==> src/rtl/bnn_layer_loader.sv <==
// Loads a daisy-chained BNN parameter chain from a byte stream, reads back the old
// chain contents, then runs a two-stage registered inference pipeline.
module bnn_layer_loader #(
   parameter int unsigned NEURONS   = 8,
   parameter int unsigned INPUTS    = 8,
   parameter int unsigned BIAS_BITS = 3
) (
   input  logic               clk,
   input  logic               rst_n,
   input  logic               load_start,
   input  logic [7:0]         param_data,
   input  logic               param_valid,
   output logic               param_ready,
   output logic               setup,
   output logic               param_in,
   input  logic               param_out,
   output logic [7:0]         readback_data,
   output logic               readback_valid,
   output logic               load_done,
   input  logic [INPUTS-1:0]  in_data,
   input  logic               in_valid,
   output logic               in_ready,
   output logic [INPUTS-1:0]  layer_in,
   input  logic [NEURONS-1:0] axons,
   output logic [NEURONS-1:0] out_data,
   output logic               out_valid
);

   localparam int unsigned CHAIN_BITS = NEURONS * (INPUTS + BIAS_BITS);
   localparam int unsigned NBYTES     = (CHAIN_BITS + 7) / 8;
   localparam int unsigned CNT_W      = $clog2(CHAIN_BITS + 1);
   localparam int unsigned BYTE_W     = $clog2(NBYTES + 1);

   typedef enum logic [1:0] {StIdle, StLoad, StRun} state_t;

   state_t               state_q, state_d;
   logic [7:0]           buf_q, buf_d;
   logic                 buf_valid_q, buf_valid_d;
   logic [2:0]           bit_idx_q, bit_idx_d;
   logic [CNT_W-1:0]     bits_left_q, bits_left_d;
   logic [BYTE_W-1:0]    bytes_q, bytes_d;
   logic [7:0]           rb_shift_q, rb_shift_d;
   logic [2:0]           rb_cnt_q, rb_cnt_d;
   logic [7:0]           rb_data_q, rb_data_d;
   logic                 rb_valid_q, rb_valid_d;
   logic                 done_q, done_d;
   logic [INPUTS-1:0]    layer_q, layer_d;
   logic                 stage_q, stage_d;
   logic [NEURONS-1:0]   out_q, out_d;
   logic                 out_valid_q, out_valid_d;

   logic                 last_bit;
   logic                 start_load;
   logic                 accept;
   logic                 abort;
   logic [7:0]           rb_next;

   always_comb begin
      state_d     = state_q;
      buf_d       = buf_q;
      buf_valid_d = buf_valid_q;
      bit_idx_d   = bit_idx_q;
      bits_left_d = bits_left_q;
      bytes_d     = bytes_q;
      rb_shift_d  = rb_shift_q;
      rb_cnt_d    = rb_cnt_q;
      rb_data_d   = rb_data_q;
      rb_valid_d  = 1'b0;
      start_load  = 1'b0;
      rb_next     = {rb_shift_q[6:0], param_out};

      setup       = (state_q == StLoad) && buf_valid_q && (bits_left_q != '0);
      param_in    = setup & buf_q[7];
      last_bit    = setup && (bits_left_q == CNT_W'(1));
      param_ready = (state_q == StLoad) && (bytes_q < BYTE_W'(NBYTES)) &&
                    (!buf_valid_q || (setup && bit_idx_q == 3'd7));
      in_ready    = (state_q == StRun);
      accept      = in_valid && in_ready;
      abort       = (state_q == StRun) && load_start;
      done_d      = last_bit;

      unique case (state_q)
         StIdle:  if (load_start) start_load = 1'b1;
         StLoad:  if (last_bit) state_d = StRun;
         StRun:   if (load_start) start_load = 1'b1;
         default: state_d = StIdle;
      endcase

      if (setup) begin
         buf_d       = {buf_q[6:0], 1'b0};
         bit_idx_d   = bit_idx_q + 3'd1;
         bits_left_d = bits_left_q - CNT_W'(1);
         // Final sample of a load flushes a partial byte left-aligned.
         if (rb_cnt_q == 3'd7 || last_bit) begin
            rb_data_d  = rb_next << (3'd7 - rb_cnt_q);
            rb_valid_d = 1'b1;
            rb_cnt_d   = 3'd0;
            rb_shift_d = 8'h00;
         end else begin
            rb_cnt_d   = rb_cnt_q + 3'd1;
            rb_shift_d = rb_next;
         end
         if (bit_idx_q == 3'd7 || last_bit) buf_valid_d = 1'b0;
         if (last_bit) buf_d = 8'h00;
      end

      if (param_valid && param_ready) begin
         buf_d       = param_data;
         buf_valid_d = 1'b1;
         bit_idx_d   = 3'd0;
         bytes_d     = bytes_q + BYTE_W'(1);
      end

      if (start_load) begin
         state_d     = StLoad;
         buf_d       = 8'h00;
         buf_valid_d = 1'b0;
         bit_idx_d   = 3'd0;
         bits_left_d = CNT_W'(CHAIN_BITS);
         bytes_d     = '0;
         rb_shift_d  = 8'h00;
         rb_cnt_d    = 3'd0;
      end

      layer_d     = accept ? in_data : layer_q;
      stage_d     = accept && !abort;
      out_d       = stage_q ? axons : out_q;
      out_valid_d = stage_q && !abort;
   end

   always_ff @(posedge clk or negedge rst_n) begin
      if (!rst_n) begin
         state_q     <= StIdle;
         buf_q       <= 8'h00;
         buf_valid_q <= 1'b0;
         bit_idx_q   <= 3'd0;
         bits_left_q <= '0;
         bytes_q     <= '0;
         rb_shift_q  <= 8'h00;
         rb_cnt_q    <= 3'd0;
         rb_data_q   <= 8'h00;
         rb_valid_q  <= 1'b0;
         done_q      <= 1'b0;
         layer_q     <= '0;
         stage_q     <= 1'b0;
         out_q       <= '0;
         out_valid_q <= 1'b0;
      end else begin
         state_q     <= state_d;
         buf_q       <= buf_d;
         buf_valid_q <= buf_valid_d;
         bit_idx_q   <= bit_idx_d;
         bits_left_q <= bits_left_d;
         bytes_q     <= bytes_d;
         rb_shift_q  <= rb_shift_d;
         rb_cnt_q    <= rb_cnt_d;
         rb_data_q   <= rb_data_d;
         rb_valid_q  <= rb_valid_d;
         done_q      <= done_d;
         layer_q     <= layer_d;
         stage_q     <= stage_d;
         out_q       <= out_d;
         out_valid_q <= out_valid_d;
      end
   end

   assign readback_data  = rb_data_q;
   assign readback_valid = rb_valid_q;
   assign load_done      = done_q;
   assign layer_in       = layer_q;
   assign out_data       = out_q;
   assign out_valid      = out_valid_q;

endmodule
==> config.mk <==
export PLATFORM = sky130hd
export DESIGN_NAME = bnn_layer_loader
export DESIGN_NICKNAME = d
export VERILOG_FILES = /design/src/rtl/bnn_layer_loader.sv
export SDC_FILE = /design/constraint.sdc
export NUM_CORES = 1
export LEC_CHECK = 0
export CORE_ASPECT_RATIO = 0.8
export CORE_UTILIZATION = 51
export DETAILED_ROUTE_END_ITERATION = 10
export PLACE_DENSITY = 0.89
export SLEW_MARGIN = 20
export SYNTH_ARGS = -nofsm -noshare
export SYNTH_HDL_FRONTEND = slang
export SYNTH_SLANG_ARGS = --single-unit
==> constraint.sdc <==
create_clock -name clk -period 2.4 [get_ports clk]
set_clock_uncertainty 0.15 [all_clocks]
set_input_delay 0.6 -clock clk [delete_from_list [all_inputs] [get_ports clk]]
set_output_delay 0.6 -clock clk [all_outputs]
set_load 0.01 [all_outputs]
==> results.json, run 1 <==
{
  "fill_cells": 408,
  "worst_setup_hold_path_clk_slew_ns": 0.07,
  "worst_pin_slew_ns": 0.422,
  "route.antenna.remaining_nets": 0,
  "critical_path_arrival_ns": 1.60,
  "numPortBuffers": 60,
  "crit_family": "simple AND/OR/NAND/NOR gates",
  "synth-edff-count": 0,
  "min-delay-path-class": "primary input to asynchronous set/reset pin",
  "tritoncts": "built",
  "crit_path_top_delay_cell": "dfrtp_1",
  "globalRoute.totalOverflow": 0,
  "mapped_area_mm2": 0.00296,
  "cell_area_power_density_mw_per_mm2": 1140,
  "async_flop_share_pct": 100,
  "holdBufCountCts": 0,
  "yosys_register_bits": 63,
  "area.growth.synth_to_final_pct": 37.4,
  "start_kind": "register",
  "synthDistinctLibCells": 44,
  "timing_max_transition_violations_final": 0,
  "route.vias.total": 2346,
  "slowest_delay_ns": 0.39,
  "power_report.internal_total_uw": 2960,
  "clock-root-buffer": "clkbuf_8",
  "netSwitchingPower_uw": 1680,
  "drv_cap": 0,
  "worstSetupPathType": "register to output port",
  "globalplace.congestion": 0.857,
  "first_global_vias": 2400,
  "dpl.cell_count": 421,
  "switching_share_pct": 36.2,
  "via_per_inst": 5.28,
  "reg2reg_setup_slack_ns": 0.18,
  "synthesis.yosys.warnings": 0,
  "hold_viol": 0,
  "boundaryPins": 61,
  "diodes": 0,
  "worstPathCellList": "inv_2 > ha_4 > nor3b_4 > and4b_4 > nor2_2 > clkbuf_2",
  "run_status": "completed",
  "slew-limit-headroom_pct": 71.8,
  "comb_power_share_pct": 44.3,
  "min_clock_period_post_route_ns": 2.35,
  "clock_power_share_pct": 19.0,
  "crit_path_end_kind": "output port",
  "cp_max_fo": 4,
  "final-setup-viol-count": 0,
  "drt-pass1-iter-count": 4,
  "critical_path_required_ns": 1.65,
  "post_synth_most_frequent_cells": "dfrtp_1, nand2_1, nor2_1, mux2_2",
  "start_util_pct": 53.6,
  "cells_after_synthesis": 273,
  "chipWidth_um": 87.2,
  "inserted_clock_buffers": 9,
  "fmaxAchievable_ghz": 0.425,
  "clk_latency_ns": 0.34,
  "post-synth-top-count-cell": "dfrtp_1",
  "grt_usage_pct": 22.8,
  "detailed_place_hpwl_mm": 4.29,
  "yosys_most_used_dff": "dfrtp_1",
  "critical_path_buf_inv_count": 2,
  "cts_max_path_buffers": 2,
  "coreArea_mm2": 0.00553,
  "tritoncts_num_sinks": 63,
  "core.rowCount": 24,
  "syn_nets": 310,
  "detail_route.iter0.violations": 138,
  "post_route_cells_drive_above_1_share_pct": 23.8,
  "layout.cells.non_filler": 444,
  "final_min_period_over_clock_period_pct": 98.0,
  "yosysTopAreaCell": "dfrtp_1",
  "design.die.area_mm2": 0.00612,
  "drc_errors": 0,
  "vdd.ir_drop.worst_mv": 0.556,
  "initial_antenna_violation_count": 0,
  "power_leakage_uw": 0.00191,
  "drt-wirelength-per-cell_um": 14.4,
  "fin_hold_ws_ns": 0.0886,
  "synth-seq-area-share_pct": 53.2,
  "pwr-share-seq_pct": 36.7,
  "drt-total-wl_mm": 6.38,
  "synth_top_cells_by_area": "dfrtp_1, mux2_2, nand2_1, nor2_1, mux2i_1",
  "syn_avg_cell_area_um2": 10.9,
  "finalNetCount": 398,
  "synth_top_area_share_pct": 53.2,
  "grt_max_degree": 64,
  "die_h_um": 70.2,
  "grt_first_pass_wirelength_mm": 10.5,
  "cts-htree-levels": 3
}
## sequential cells by signal, indices dropped and copies added (netlist names)
| name | count |
|---|---|
| out_valid | 1 |
| layer_in | 8 |
| readback_data | 8 |
| rb_shift_q | 7 |
| stage_q | 1 |
| rb_cnt_q | 3 |
| readback_valid | 1 |
| bytes_q | 4 |
| buf_q | 8 |
| buf_valid_q | 1 |
| state_q | 2 |
| out_data | 8 |
| bit_idx_q | 3 |
| bits_left_q | 7 |
| load_done | 1 |
## layout make-up
class | count | area (µm²) | share of cell area (%)
Inverter | 8 | 30.0 | 0.737
Clock inverter | 6 | 61.3 | 1.51
Tap cell | 78 | 97.6 | 2.40
Sequential cell | 63 | 1580 | 38.7
Timing Repair Buffer | 90 | 835 | 20.5
Multi-Input combinational cell | 189 | 1340 | 33.0
Clock buffer | 10 | 128 | 3.13
## worst reg2reg max path: stages (launching register included)
cell and delay, ns:
dfrtp_1 0.39, inv_2 0.08, ha_4 0.16, nor3b_4 0.20
and4b_4 0.27, buf_4 0.12, o31ai_2 0.08, buf_4 0.18
or3_1 0.37, a2bb2oi_1 0.14
## metrics by stage
| stage | cell area (µm²) | util (%) | worst slack, ns | total power (µW) | setup TNS (ns) |
|---|---|---|---|---|---|
| 2_1_floorplan | 2960 | - | 0.256 | 2900 | 0 |
| 3_3_place_gp | 3790 | 68.6 | 0.00701 | 3510 | 0 |
| 3_5_place_dp | 3790 | 68.6 | -0.0217 | 3590 | -0.0217 |
| 4_1_cts | 4020 | 72.8 | -0.152 | 4560 | -0.152 |
| 5_1_grt | 4070 | 73.7 | -0.0544 | 4970 | -0.0544 |
| 6_report | 4070 | 73.7 | 0.0485 | 4640 | 0 |
## routing by layer
metal  global-route usage (%)  vias up  routed length, µm
li1                         -     1135                  -
met1                     27.3     1127               2780
met2                     35.6       75               3100
met3                     11.9        9                452
met4                     7.29        0                 51
met5                        0        -                  0
## what timing repair did
item,4_1_cts,5_1_grt
pin swaps,1,3
setup endpoints to repair,3,2
endpoints found under the hold margin,0,0
gates resized for setup,10,12
buffers inserted,3,4
## worst paths after layout
path	from	endpoint	depth (start not counted)
worst max-delay path	bits_left_q[0]	param_ready	6
worst min-delay path	rst_n	out_data[6]	2
worst max register to register	bits_left_q[0]	buf_q[6]	9
worst min register to register	readback_data[1]	readback_data[1]	2
max in group asynchronous	rst_n	bits_left_q[3]	2
min in group clk	readback_data[1]	readback_data[1]	2
## placed cells by master (no fill, tap or decap), drive strengths merged, types with 2 or more instances in the layout
cell type and n:
nor2 32, xor2 3, clkbuf 11, a31oi 4, nor2b 3, or3 6
o31ai 3, a2bb2oi 7, nand3 5, and2 3, clkinv 4, a21oi 8
ha 7, nand2b 3, nor3 3, nand4 2, buf 32, xnor2 3
inv 8, clkdlybuf4s50 56, a211oi 3, dfrtp 63, o21ai 9, mux2i 9
a22oi 5, mux2 18, nand2 35, a22o 5
## kinds of logic after synthesis
logic type	count (synthesis)	synth area share, %
simple gates	98	15.4
flops	63	53.2
compound gates	50	12.9
mux	28	10.6
buf+inv	21	3.12
fa+ha+maj	7	2.95
xor+xnor	6	1.77
## power by group through the flow
stage                     logic, µW  registers (µW)  clock network [µW]
final                          2050            1700                 881
after global routing           2270            1750                 951
after CTS                      1970            1670                 914
after detailed placement       1910            1680                   0
after global placement         1840            1670                   0
after floorplan                1260            1640                   0
No activity file was read; power rests on OpenSTA's default activity.
==> run 2, diff against run 1 <==
- HOLD_SLACK_MARGIN: not set -> 0.03
==> results of run 2 <==
No change in the layout: final DEF, timing and power equal those of run 1.
